### config.mk
export PLATFORM = sky130hd
export DESIGN_NAME = tx_seg_coalesce
export DESIGN_NICKNAME = d
export VERILOG_FILES = /design/src/rtl/tx_seg_coalesce_pkg.sv /design/src/rtl/tx_seg_coalesce.sv
export SDC_FILE = /design/constraint.sdc
export NUM_CORES = 1
export LEC_CHECK = 0
export ABC_CLOCK_PERIOD_IN_PS = 8900
export CAP_MARGIN = 20
export CORE_MARGIN = 2
export CORE_UTILIZATION = 53
export CTS_BUF_LIST = sky130_fd_sc_hd__clkbuf_4 sky130_fd_sc_hd__clkbuf_8
export CTS_CLUSTER_SIZE = 30
export DETAILED_ROUTE_END_ITERATION = 7
export GPL_TIMING_DRIVEN = 0
export PLACE_DENSITY = 0.82
export SYNTH_ARGS = -nofsm -noshare
export SYNTH_HDL_FRONTEND = slang
export SYNTH_SLANG_ARGS = --single-unit
### constraint.sdc
create_clock -name clk -period 8.9 [get_ports clk]
set_input_delay 2.67 -clock clk [delete_from_list [all_inputs] [get_ports clk]]
set_output_delay 2.67 -clock clk [all_outputs]
set_load 0.02 [all_outputs]
### src/rtl/tx_seg_coalesce_pkg.sv
// Shared types and default widths for the TX segment coalescer.
package tx_seg_coalesce_pkg;

   localparam int SEQ_W_DEF       = 32;
   localparam int LEN_W_DEF       = 16;
   localparam int MAX_LEN_DEF     = 1460;
   localparam int TIMEOUT_CYC_DEF = 64;
   localparam int ELS_W_DEF       = 2;

   // Sequence in the MSBs to match how the send FIFO packs its entries.
   typedef struct packed {
      logic [SEQ_W_DEF-1:0] seq;
      logic [LEN_W_DEF-1:0] len;
   } seg_entry_t;

   typedef enum logic [1:0] {
      EMPTY,
      ACCUM,
      OUT
   } seg_state_t;

endpackage

### src/rtl/tx_seg_coalesce.sv
// Merges sequence-contiguous TX descriptors from the send FIFO into larger
// segments for the segment engine.
//
// state | meaning
// EMPTY | no accumulation open; load the next head when one appears
// ACCUM | accumulating contiguous descriptors, idle timer running
// OUT   | coalesced segment presented, waiting for seg_rdy
module tx_seg_coalesce
   import tx_seg_coalesce_pkg::*;
#(
   parameter int SEQ_W       = SEQ_W_DEF,
   parameter int LEN_W       = LEN_W_DEF,
   parameter int MAX_LEN     = MAX_LEN_DEF,
   parameter int TIMEOUT_CYC = TIMEOUT_CYC_DEF,
   parameter int ELS_W       = ELS_W_DEF
) (
   input  logic                   clk,
   input  logic                   rst_n,
   input  logic [ELS_W:0]         fifo_num_els,
   input  logic [SEQ_W+LEN_W-1:0] fifo_rd_data,
   output logic                   fifo_rd_req,
   input  logic                   flush,
   output logic                   seg_val,
   output logic [SEQ_W-1:0]       seg_seq,
   output logic [LEN_W-1:0]       seg_len,
   input  logic                   seg_rdy
);

   localparam int IDLE_W = $clog2(TIMEOUT_CYC);

   seg_state_t        state;
   logic [SEQ_W-1:0]  acc_seq;
   logic [LEN_W-1:0]  acc_len;
   logic [IDLE_W-1:0] idle_cnt;

   logic [SEQ_W-1:0]  head_seq;
   logic [LEN_W-1:0]  head_len;
   logic [LEN_W:0]    len_sum;
   logic              head_avail;
   logic              contig;
   logic              fits;
   logic              pop;

   assign head_seq   = fifo_rd_data[SEQ_W+LEN_W-1:LEN_W];
   assign head_len   = fifo_rd_data[LEN_W-1:0];
   assign head_avail = (fifo_num_els != '0);
   assign contig     = ((acc_seq + SEQ_W'(acc_len)) == head_seq);
   assign len_sum    = {1'b0, acc_len} + {1'b0, head_len};
   assign fits       = (len_sum <= (LEN_W+1)'(MAX_LEN));

   always_comb begin
      pop = 1'b0;
      case (state)
         EMPTY:   pop = head_avail;
         ACCUM:   pop = !flush && head_avail && contig && fits;
         OUT:     pop = seg_rdy && head_avail && !flush;
         default: pop = 1'b0;
      endcase
   end

   // State resets to EMPTY asynchronously, but EMPTY with a head would pop,
   // so the request is also gated by reset directly.
   assign fifo_rd_req = pop && rst_n;

   always_ff @(posedge clk or negedge rst_n) begin
      if (!rst_n) begin
         state    <= EMPTY;
         acc_seq  <= '0;
         acc_len  <= '0;
         idle_cnt <= '0;
      end else begin
         case (state)
            EMPTY: begin
               if (head_avail) begin
                  acc_seq  <= head_seq;
                  acc_len  <= head_len;
                  idle_cnt <= '0;
                  state    <= ACCUM;
               end
            end
            ACCUM: begin
               if (flush) begin
                  state <= OUT;
               end else if (head_avail && contig && fits) begin
                  acc_len  <= len_sum[LEN_W-1:0];
                  idle_cnt <= '0;
               end else if (head_avail) begin
                  state <= OUT;
               end else if (idle_cnt == IDLE_W'(TIMEOUT_CYC-1)) begin
                  state <= OUT;
               end else begin
                  idle_cnt <= idle_cnt + 1'b1;
               end
            end
            OUT: begin
               if (seg_rdy) begin
                  if (head_avail && !flush) begin
                     acc_seq  <= head_seq;
                     acc_len  <= head_len;
                     idle_cnt <= '0;
                     state    <= ACCUM;
                  end else begin
                     state <= EMPTY;
                  end
               end
            end
            default: state <= EMPTY;
         endcase
      end
   end

   assign seg_val = (state == OUT);
   assign seg_seq = acc_seq;
   assign seg_len = acc_len;

endmodule

==> run metrics, run 1 <==
die area=0.01004 mm2; IO Pins=105; Cells on Worst Hold Path=1; WL final=14.19 mm; Initial Util=0.5386; DR vias/cell=6.135; Slew headroom=0.4700; clk slew on worst S/H paths=0.11 ns; Area contributors post-synth=dfrtp_1 (29%), mux2_2 (11%), ha_1 (8.4%), xnor2_1 (5.2%), a21oi_1 (4.8%); Crit Path Category=input pin to primary output; number of flops mapped to enable cells by yosys=0; vias=4,632; placed cell area=0.006101 mm2; status=complete, no violations; area delta synth->final=28.84%; Synth Instances=524; CP Max Fanout=8; Highest Signal Layer=met4; dominant cell type by area after synthesis=dfrtp_1; length of routed met3 wiring=743 um; Mapped Area=0.004906 mm2; Synthesis Warnings=0; hold_buf cts=0; Max Fclk=114.1 MHz; ant diodes=0; CTS tree=done; Final Cycle Share=0.9852; Num CTS Buffers=5; CP arrival=6.10 ns; vias in the first global route=4,488; slew of the pin with the lowest slew margin=0.7889 ns; H-tree depth=2; first-pass GRT wire length=22.58 mm; Distinct cells, synth=61; pre-CTS setup slack=-1.232 ns; Max IR drop VDD=0.2206 mV; wire length on met2=6.987 mm; synthesized area per cell=9.363 um2; chip height=100.2 um; number of max-cap violations=0; pwr/cell area=453.8 mW/mm2; register area share after synthesis=0.2856; Final Slew Violations=0; CTS Sinks=56; Setup crit end kind=primary output; Req. time, crit path=6.23 ns; router iterations before antenna repair=6; Root Driver=clkbuf_8; Placed Instances=740; post-layout min period=8.768 ns; # DRC=0; share of layout cells above drive strength 1=0.1584; utilization after layout=0.6940; fin nets=733; clk buf depth=2; design area=0.006321 mm2; # rows=35; R2R cell count=14; GPL Wtd Cong=0.9293; die width=100.2 um; met1 wire length=6.081 mm; HP Class=register to register; Leak Pwr=0.002634 uW; GRT Overall Usage=0.2814; FFs w/ async S/R, synth=1.000; initial antenna violation count=0; Hold Vio Cnt, Final=0; worst setup margin=0.1319 ns; Core Region=0.009109 mm2; PortBufs=104; pin count of the biggest net entering global routing=41; Setup Skew=0.01266 ns; antenna-violating nets left=0; Final setup viols=0; Synth Register Bits=56; type of origin of the critical path=input pin; clk_lat worst skew=0.33 ns; DR WL/cell=18.79 um; Fillers=745; DP Wirelength=10.90 mm; share of the synthesized area in the top cell type=0.2856; DRT iter0 DRCs=202; Main synth FF type=dfrtp_1; fin cells=755; grt ovf=0; Post-Syn Nets=614
-- area by class of cell --
type | count | area [um2] | area share
Inverter | 11 | 41.29 | 0.006532
Clock buffer | 6 | 76.32 | 0.01207
Timing Repair Buffer | 113 | 1114 | 0.1762
Sequential cell | 56 | 1401 | 0.2217
Multi-Input combinational cell | 443 | 3462 | 0.5477
Tap cell | 111 | 138.9 | 0.02197
Clock inverter | 2 | 16.27 | 0.002573
Buffer | 13 | 71.32 | 0.01128
-- per-layer routing --
metal	vias to the layer above	GRT usage
li1	2209	-
met1	2209	0.3628
met2	182	0.4874
met3	32	0.04178
met4	0	0.08641
met5	-	0
-- sequential cells by signal (all words and copies together), names as in the netlist --
| register | cells |
|---|---|
| state | 2 |
| idle_cnt | 6 |
| seg_seq | 32 |
| seg_len | 16 |
-- per-stage QoR --
step / total power (uW) / setup TNS [ns] / hold slack [ns]
final: 2869 / 0 / 0.5357
after global routing: 3080 / -0.02415 / 0.5637
after CTS: 2813 / 0 / 0.5460
after detailed placement: 2617 / -1.232 / 0.5240
after global placement: 2565 / -1.129 / 0.5174
after floorplan: 1980 / 0 / 0.4864
-- worst max-delay path, cell delays in order --
cell and delay, ns:
clkdlybuf4s50_1 0.50, ha_2 0.20, inv_1 0.06, fa_2 0.37, nor2b_4 0.13, o2111ai_2 0.14
a211oi_2 0.34, a21o_1 0.24, xnor2_2 0.15, o2111ai_2 0.15, nor4b_4 0.33, nand4b_2 0.17
nor2b_4 0.21, buf_12 0.19, nor2_1 0.09, buf_4 0.14
-- logic make-up after synthesis --
group                      share of synthesized area
AOI/OAI and AO/OA                             0.1943
xor gates and xnor gates                     0.09640
adders and majority gates                    0.09232
buffers and inverters                        0.02346
DFF                                           0.2856
muxes                                         0.1408
and+or+nand+nor                               0.1671
-- path summary, 6_finish.rpt --
check                                                to  slack [ns]                    start
worst max-delay path                        fifo_rd_req        0.13          fifo_rd_data[0]
worst min-delay path            idle_cnt[0]$_DFFE_PN0P_        0.54  idle_cnt[0]$_DFFE_PN0P_
worst max register to register  seg_len[13]$_DFFE_PN0P_        4.87   seg_len[0]$_DFFE_PN0P_
worst min register to register  idle_cnt[0]$_DFFE_PN0P_        0.54  idle_cnt[0]$_DFFE_PN0P_
max in group asynchronous          state[1]$_DFFE_PN0P_        6.02                    rst_n
min in group asynchronous        seg_seq[2]$_DFFE_PN0P_        2.29                    rst_n
-- synthesized netlist by cell type (11+ instances only) --
cell type / n
xnor2_1: 29
o21ai_0: 23
a21o_1: 17
ha_1: 33
nor2_1: 21
a21oi_1: 47
nand4_1: 13
dfrtp_1: 56
inv_1: 11
mux2_2: 48
xor2_1: 25
nand2_1: 35
and3_1: 14
nand3_1: 21
-- timing repair --
item	CTS	global route
setup buffers	3	5
pin swaps	7	8
gates resized for setup	14	7
setup endpoints to repair	1	1
-- placed cells by master, fill, tap and decap left out, types with 23 or more instances in the layout --
cell type and count:
o21ai_0 23, xnor2_1 28, mux2_2 48, dfrtp_1 56
nand2_1 35, clkdlybuf4s50_1 102, ha_1 32, xor2_1 25
a21oi_1 47
-- report_power, final --
part	switching (uW)	internal [uW]
clock network	95.2	59.5
registers	169	376
logic	1180	994
total	1440	1430
(Power assumes the default switching activity.)
==> run 2, diff against run 1 <==
Settings changed: GPL_ROUTABILITY_DRIVEN from default to 0.
==> run 2 against run 1 <==
Critical path depth unchanged. Clock-buffer cell count unchanged. First-iteration DRC count up 14%. Core utilization up 0.29 points. Sequential share of layout area down 0.092 points. Via count up 2.8%. Clock skew down 0.0060 ns. Die area unchanged. Sequential power about the same. Register-to-register slack better by 0.06 ns. Cell count up 0.40%. Critical endpoint unchanged. Highest routed layer unchanged.
==> run metrics, run 2 (same netlist as run 1, synthesis figures left out) <==
first-pass GRT wire length=23.18 mm; # rows=35; worst setup margin=0.1790 ns; Num CTS Buffers=5; IO Pins=105; critical path cell sequence=clkdlybuf4s50_1 > ha_2 > inv_1 > fa_2 > nor2b_2 > o2111ai_2 > a211oi_2 > a21o_1 > xnor2_2 > o2111ai_2 > nor4b_4 > nand4b_2 > nor2b_4 > buf_12 > nor2_1 > buf_4; r2r startpoint=seg_len[9]$_DFFE_PN0P_; hold_buf cts=0; CTS Sinks=56; slew of the pin with the lowest slew margin=0.7376 ns; CP Max Fanout=5; fin nets=736; # DRC=0; utilization after layout=0.6968; clk slew on worst S/H paths=0.11 ns; Hold Vio Cnt, Final=0; Crit path largest cell delay=0.49 ns; TNS Setup=0 ns; Slew headroom=0.5045; number of max-cap violations=0; min-delay src=idle_cnt[0]$_DFFE_PN0P_; Leak Pwr=0.002653 uW; commonest cells after routing, fill and taps aside=clkdlybuf4s50_1 (102), dfrtp_1 (56), mux2_2 (48); DP Wirelength=10.98 mm; Final setup viols=0; Core Region=0.009109 mm2; slowest stage cell, crit path=clkdlybuf4s50_1; Final Slew Violations=0; status=complete, no violations; R2R cell count=14; DR WL/cell=18.81 um; Largest register FFs=32; PortBufs=104; WL final=14.26 mm; H-tree depth=2; CTS tree=done; Max IR drop VDD=0.2120 mV; Cells on Worst Hold Path=1; vias=4,764; most common cell after layout, fill and taps aside=clkdlybuf4s50_1; pwr/cell area=455.3 mW/mm2; grt ovf=0; die width=100.2 um; die area=0.01004 mm2; origin of the worst setup path=fifo_rd_data[0]; clk buf depth=2; type of origin of the critical path=input pin; Crit path top cell by count=o2111ai_2; Req. time, crit path=6.23 ns; pre-CTS setup slack=-1.168 ns; Final Cycle Share=0.9799; share of layout cells above drive strength 1=0.1638; GRT Overall Usage=0.2867; clk_lat worst skew=0.32 ns; CP Depth=16; pin count of the biggest net entering global routing=39; Initial Util=0.5386; Crit Path Category=input pin to primary output; Max Fclk=114.7 MHz; Root Driver=clkbuf_8; area delta synth->final=29.38%; HP Class=register to register; DR vias/cell=6.285; initial antenna violation count=0; buffers plus inverters on the worst setup path=4; WHS=0.5350 ns; post-layout min period=8.721 ns; DRT iter0 DRCs=231; CP delay by family, top=simple AND/OR/NAND/NOR gates; vias in the first global route=4,900; chip height=100.2 um; ant diodes=0; CP arrival=6.05 ns; Setup Skew=0.006635 ns; antenna-violating nets left=0; Setup crit end kind=primary output; router iterations before antenna repair=5
[run 2: layer usage]
metal | part of all wire | routed length [um] | vias up | track usage
li1 | - | - | 2219 | -
met1 | 0.41 | 5846 | 2286 | 0.3404
met2 | 0.48 | 6869 | 207 | 0.4987
met3 | 0.062 | 885 | 52 | 0.05641
met4 | 0.046 | 658 | 0 | 0.1328
met5 | 0 | 0 | - | 0
[run 2: worst paths after layout]
check,end,slack (ns)
worst max-delay path,fifo_rd_req,0.18
worst min-delay path,idle_cnt[0]$_DFFE_PN0P_,0.53
worst max register to register,seg_len[15]$_DFFE_PN0P_,4.93
worst min register to register,idle_cnt[0]$_DFFE_PN0P_,0.53
max in group asynchronous,seg_len[2]$_DFFE_PN0P_,6.01
min in group asynchronous,seg_seq[6]$_DFFE_PN0P_,2.30
[run 2: metrics by stage]
| step | power [uW] | instances | cell area [um2] |
|---|---|---|---|
| floorplan | 1980 | 524 | 4906 |
| global placement | 2544 | 739 | 6086 |
| detailed placement | 2614 | 740 | 6101 |
| CTS | 2818 | 752 | 6261 |
| global route | 3092 | 758 | 6347 |
| finish | 2890 | 758 | 6347 |
[run 2: area by class of cell]
| cell class | instances | area (um2) |
|---|---|---|
| Buffer | 13 | 71.32 |
| Clock buffer | 6 | 82.58 |
| Clock inverter | 2 | 13.76 |
| Fill cell | 708 | 2761 |
| Inverter | 11 | 41.29 |
| Multi-Input combinational cell | 443 | 3462 |
| Sequential cell | 56 | 1401 |
| Tap cell | 111 | 138.9 |
| Timing Repair Buffer | 116 | 1136 |
[run 2: where the power goes]
group	leakage (uW)	switching (uW)	internal (uW)	total (uW)
sequential	0.000669	172	376	548
combinational	0.00193	1180	1000	2190
clock	0.0000516	91.2	64.1	155
total	0.00265	1450	1440	2890
[run 2: repair_timing]
item                                   CTS  global route
endpoints found under the hold margin    0             0
setup endpoints to repair                1             1
setup buffers                            4             7
cloned                                   0             0
pin swaps                                8             8
gates resized for setup                 14             7
==> edit 1: new RTL, settings of run 2 <==
Encoding of `seg_state_t`: now one-hot (3 bits for 3 states).
--- a/src/rtl/tx_seg_coalesce_pkg.sv
+++ b/src/rtl/tx_seg_coalesce_pkg.sv
@@ -13,10 +13,10 @@
       logic [LEN_W_DEF-1:0] len;
    } seg_entry_t;
 
-   typedef enum logic [1:0] {
-      EMPTY,
-      ACCUM,
-      OUT
+   typedef enum logic [2:0] {
+      EMPTY = 3'b001,
+      ACCUM = 3'b010,
+      OUT   = 3'b100
    } seg_state_t;
 
 endpackage
Check against the original RTL: no difference found for any inputs over 4 cycles, from zero or initial values and one cycle with rst_n low; so few cycles prove little.
==> edit 1 against run 2 <==
- the flow now finishes with violations (setup timing)
- area after synthesis increased by 5.6%
- fmax fell by 2.8%
- hold slack improved by 15 ps
- worst setup slack worse by 260 ps
- sequential cell count rose by 1
- wire length grew 28%
- synthesized cell count rose by 9.7%
- final cell count up 16%
- register-to-register slack lost 3000 ps
- total power rose by 29%
- die area is 5.4% higher
- final area is 15% higher
- critical path depth grew 29
- largest power group unchanged
==> edit 1: results (changes against run 2) <==
r2r worst-path depth=47 (was 14); first-pass GRT wire length=27,200 µm (was 23,200 µm); Max transition margin=0.487 (was 0.504); # fillers=691 (was 708); final setup TNS=-76.7 ps (was 0 ps); nets@finish=830 (was 736); Synth cell types=68 (was 61); Critical Path Source=fifo_rd_data[13] (was fifo_rd_data[0]); Reg2Reg Setup Slack=1930 ps (was 4930 ps); largest net degree at the start of global routing=31 (was 39); Final Skew=7.94 ps (was 6.64 ps); DRT iter0 DRCs=493 (was 231); failing checks=setup timing; outcome=finished with violations (was finished clean); Tot GR Track Use=0.334 (was 0.287); Via Count=5,678 (was 4,764); Finish-stage setup viols=1 (was 0); slowest stage delay, CP=540 ps (was 490 ps); Max FO, Critical Path=6 (was 5); share of cells above drive strength 1=0.226 (was 0.164); number of global-route vias before repair=5,484 (was 4,900); clock transition at the registers of the reported paths=70 ps (was 110 ps); crit path capture=seg_len[14]$_DFFE_PN0P_ (was fifo_rd_req); sequential element share of the synthesized area=0.276 (was 0.286); reg2reg start=seg_len[0]$_DFFE_PN0P_ (was seg_len[9]$_DFFE_PN0P_); top cells by area, synth=dfrtp_1 (27%), ha_1 (8.0%), mux2_2 (7.8%), xnor2_1 (5.7%), nand2_1 (3.6%) (was dfrtp_1 (29%), mux2_2 (11%), ha_1 (8.4%), xnor2_1 (5.2%), a21oi_1 (4.8%)); leakage=3.03 nW (was 2.65 nW); post-route worst setup slack=-76.7 ps (was 179 ps); Arr. time, crit path=9280 ps (was 6050 ps); dpl hpwl=11,900 µm (was 11,000 µm); clk_lat worst skew=360 ps (was 320 ps); worst slack, placed=-1210 ps (was -1170 ps); TritonCTS buffer count=9 (was 5)
[edit 1: changes by cell type in the layout (fill, tap and decap cells not counted), moves of 11 or more]
| cell | run 2 | this run |
|---|---|---|
| a21oi_1 | 47 | 31 |
| o21ai_0 | 23 | 34 |
| nor3_1 | 6 | 17 |
| nand2_1 | 35 | 50 |
| buf_4 | 12 | 53 |
| nor2_1 | 21 | 34 |
| mux2_2 | 48 | 36 |
[edit 1: kinds of logic after synthesis]
group,share of synthesized area
adder cells (fa/ha/maj),0.0874
multiplexers,0.119
AO/OA/AOI/OAI,0.215
buffers and inverters,0.0331
AND/OR/NAND/NOR,0.176
flip-flops,0.276
XOR/XNOR,0.0940
[edit 1: what timing repair did]
item | 4_1_cts | 5_1_grt
gates resized for setup | 25 | 43
cloned | 0 | 0
pin swaps | 9 | 12
buffers inserted | 44 | 8
endpoints found under the setup margin | 1 | 2
[edit 1: per-layer routing]
metal  vias to the layer above  global-route usage  wire, µm
met5                         -                   0         0
met4                         0               0.164      1110
met3                       123              0.0563      1570
met2                       376               0.561      8600
met1                      2675               0.418      6980
li1                       2504                   -         -
[edit 1: layout make-up]
class	count	area share
multi-input cells	483	0.530
repair buffers	156	0.199
flip-flops and latches	57	0.196
well taps	133	0.0228
clock buffers	10	0.0180
plain buffers	18	0.0153
clock inverters	6	0.0113
inverters	15	0.00772
[edit 1: worst min-delay path by stage]
stage / startpoint / end / slack (ps) / cells after the start
global placement: idle_cnt[0]$_DFFE_PN0P_ / idle_cnt[0]$_DFFE_PN0P_ / 520 / 1
finish: seg_seq[12]$_DFFE_PN0P_ / seg_seq[12]$_DFFE_PN0P_ / 550 / 1
floorplan: idle_cnt[0]$_DFFE_PN0P_ / idle_cnt[0]$_DFFE_PN0P_ / 490 / 1
detailed placement: seg_seq[12]$_DFFE_PN0P_ / seg_seq[12]$_DFFE_PN0P_ / 530 / 1
CTS: seg_seq[12]$_DFFE_PN0P_ / seg_seq[12]$_DFFE_PN0P_ / 550 / 1
global route: seg_seq[15]$_DFFE_PN0P_ / seg_seq[15]$_DFFE_PN0P_ / 560 / 1
[edit 1: metrics by stage]
step / std cells / cell area, µm² / total power, mW
3_5_place_dp: 813 / 6400 / 2.75
6_report: 878 / 7290 / 3.73
4_1_cts: 871 / 7030 / 3.40
3_3_place_gp: 812 / 6390 / 2.69
2_1_floorplan: 575 / 5180 / 2.09
5_1_grt: 878 / 7290 / 3.93
[edit 1: power breakdown]
part	internal, mW	switching, mW
clock	0.159	0.114
sequential	0.384	0.170
combinational	1.38	1.52
[edit 1: critical path: cells and delay by family]
kind | cells | cell delay [ps]
buffers and inverters | 37 | 5100
AO/OA/AOI/OAI | 3 | 680
adder cells (fa/ha/maj) | 1 | 270
AND/OR/NAND/NOR | 2 | 220
XOR/XNOR | 1 | 170
multiplexers | 1 | 150
==> edit 2: new RTL, config.mk and constraints of run 2 <==
Without the edit above. `TIMEOUT_CYC_DEF`: 64 -> 128.
--- a/src/rtl/tx_seg_coalesce_pkg.sv
+++ b/src/rtl/tx_seg_coalesce_pkg.sv
@@ -4,7 +4,7 @@
    localparam int SEQ_W_DEF       = 32;
    localparam int LEN_W_DEF       = 16;
    localparam int MAX_LEN_DEF     = 1460;
-   localparam int TIMEOUT_CYC_DEF = 64;
+   localparam int TIMEOUT_CYC_DEF = 128;
    localparam int ELS_W_DEF       = 2;
 
    // Sequence in the MSBs to match how the send FIFO packs its entries.
Formal check against the unedited RTL: same outputs for any inputs over 4 cycles, from zero or initial values and one cycle with rst_n low; that may be too few to reach the edited logic, so the function may still have changed.
==> edit 2 against run 2 <==
- wire length grew 21%
- largest cell class unchanged
- combinational power grew 15%
- area after synthesis grew 9.3%
- total power grew 14%
- critical path depth is the same
- count of clock-buffer cells in the layout grew 5
- via count grew 19%
- sequential cell count grew 1
- register-to-register slack lost 730 ps
- global-route usage grew 2.5 points
- die area grew 8.9%
- worst setup slack lost 140 ps
- final area grew 10%
==> edit 2: results (changes against run 2) <==
outcome=finished clean (unchanged); buffering overhead=0.179 (was 0.190); leakage=2.90 nW (was 2.65 nW); most frequent cells after synthesis=nand2_1 (73), dfrtp_1 (57), mux2_2 (39), nor2_1 (39) (was dfrtp_1 (56), mux2_2 (48), a21oi_1 (47)); GRT met1 Usage=0.387 (was 0.340); TritonRoute pass-1 iters=6 (was 5); Multi-In Gates=522 (was 443); worst slack, placed=-1140 ps (was -1170 ps); nonclk inv count=10 (was 11); Sw Ratio=0.522 (was 0.500); Final Skew=8.21 ps (was 6.64 ps); H-tree levels=3 (was 2); Reg2Reg Setup Slack=4200 ps (was 4930 ps); largest net degree at the start of global routing=31 (was 39); r2r worst-path depth=15 (was 14); number of global-route vias before repair=5,379 (was 4,900); TritonCTS buffer count=9 (was 5); clk_lat worst skew=360 ps (was 320 ps); clock transition at the registers of the reported paths=70 ps (was 110 ps); power share of the clock group=0.070 (was 0.054); non-clock buffer count=139 (was 129); reg2reg end=idle_cnt[1]$_DFFE_PN0P_ (was seg_len[15]$_DFFE_PN0P_); dpl hpwl=13,100 µm (was 11,000 µm); # fillers=777 (was 708); power density of the placed cells=470 nW/µm² (was 455 nW/µm²); nets@finish=829 (was 736); # clk buffers=11 (was 6); multi-input logic area=3940 µm² (was 3460 µm²); DRT Wirelength=17,300 µm (was 14,300 µm); met2 usage=0.527 (was 0.499); Setup Buffers After CTS=6 (was 4); Synth cell types=72 (was 61); Hold Slack=538 ps (was 535 ps); slowest stage delay, CP=510 ps (was 490 ps); metal3 WL=1460 µm (was 885 µm); Cells after Synth=610 (was 524); wl on met1=6890 µm (was 5850 µm)
## edit 2: cell count changes in the layout (fill, tap and decap cells not counted), sizes merged, moves of 8 or more
| cell | run 2 | this run |
|---|---|---|
| a21oi | 48 | 34 |
| clkbuf | 13 | 27 |
| and3 | 14 | 6 |
| nand2 | 35 | 73 |
| mux2 | 56 | 47 |
| nand4 | 13 | 22 |
| nor2 | 21 | 40 |
## edit 2: cells by family (layout without fill, tap and decap cells)
| logic type | Yosys count | after routing | synth area share |
|---|---|---|---|
| flip-flops | 57 | 57 | 0.266 |
| adder cells (fa/ha/maj) | 35 | 35 | 0.0845 |
| XOR/XNOR | 59 | 59 | 0.0989 |
| AO/OA/AOI/OAI | 151 | 151 | 0.194 |
| AND/OR/NAND/NOR | 221 | 221 | 0.212 |
| multiplexers | 56 | 56 | 0.120 |
| buffers and inverters | 31 | 165 | 0.0236 |
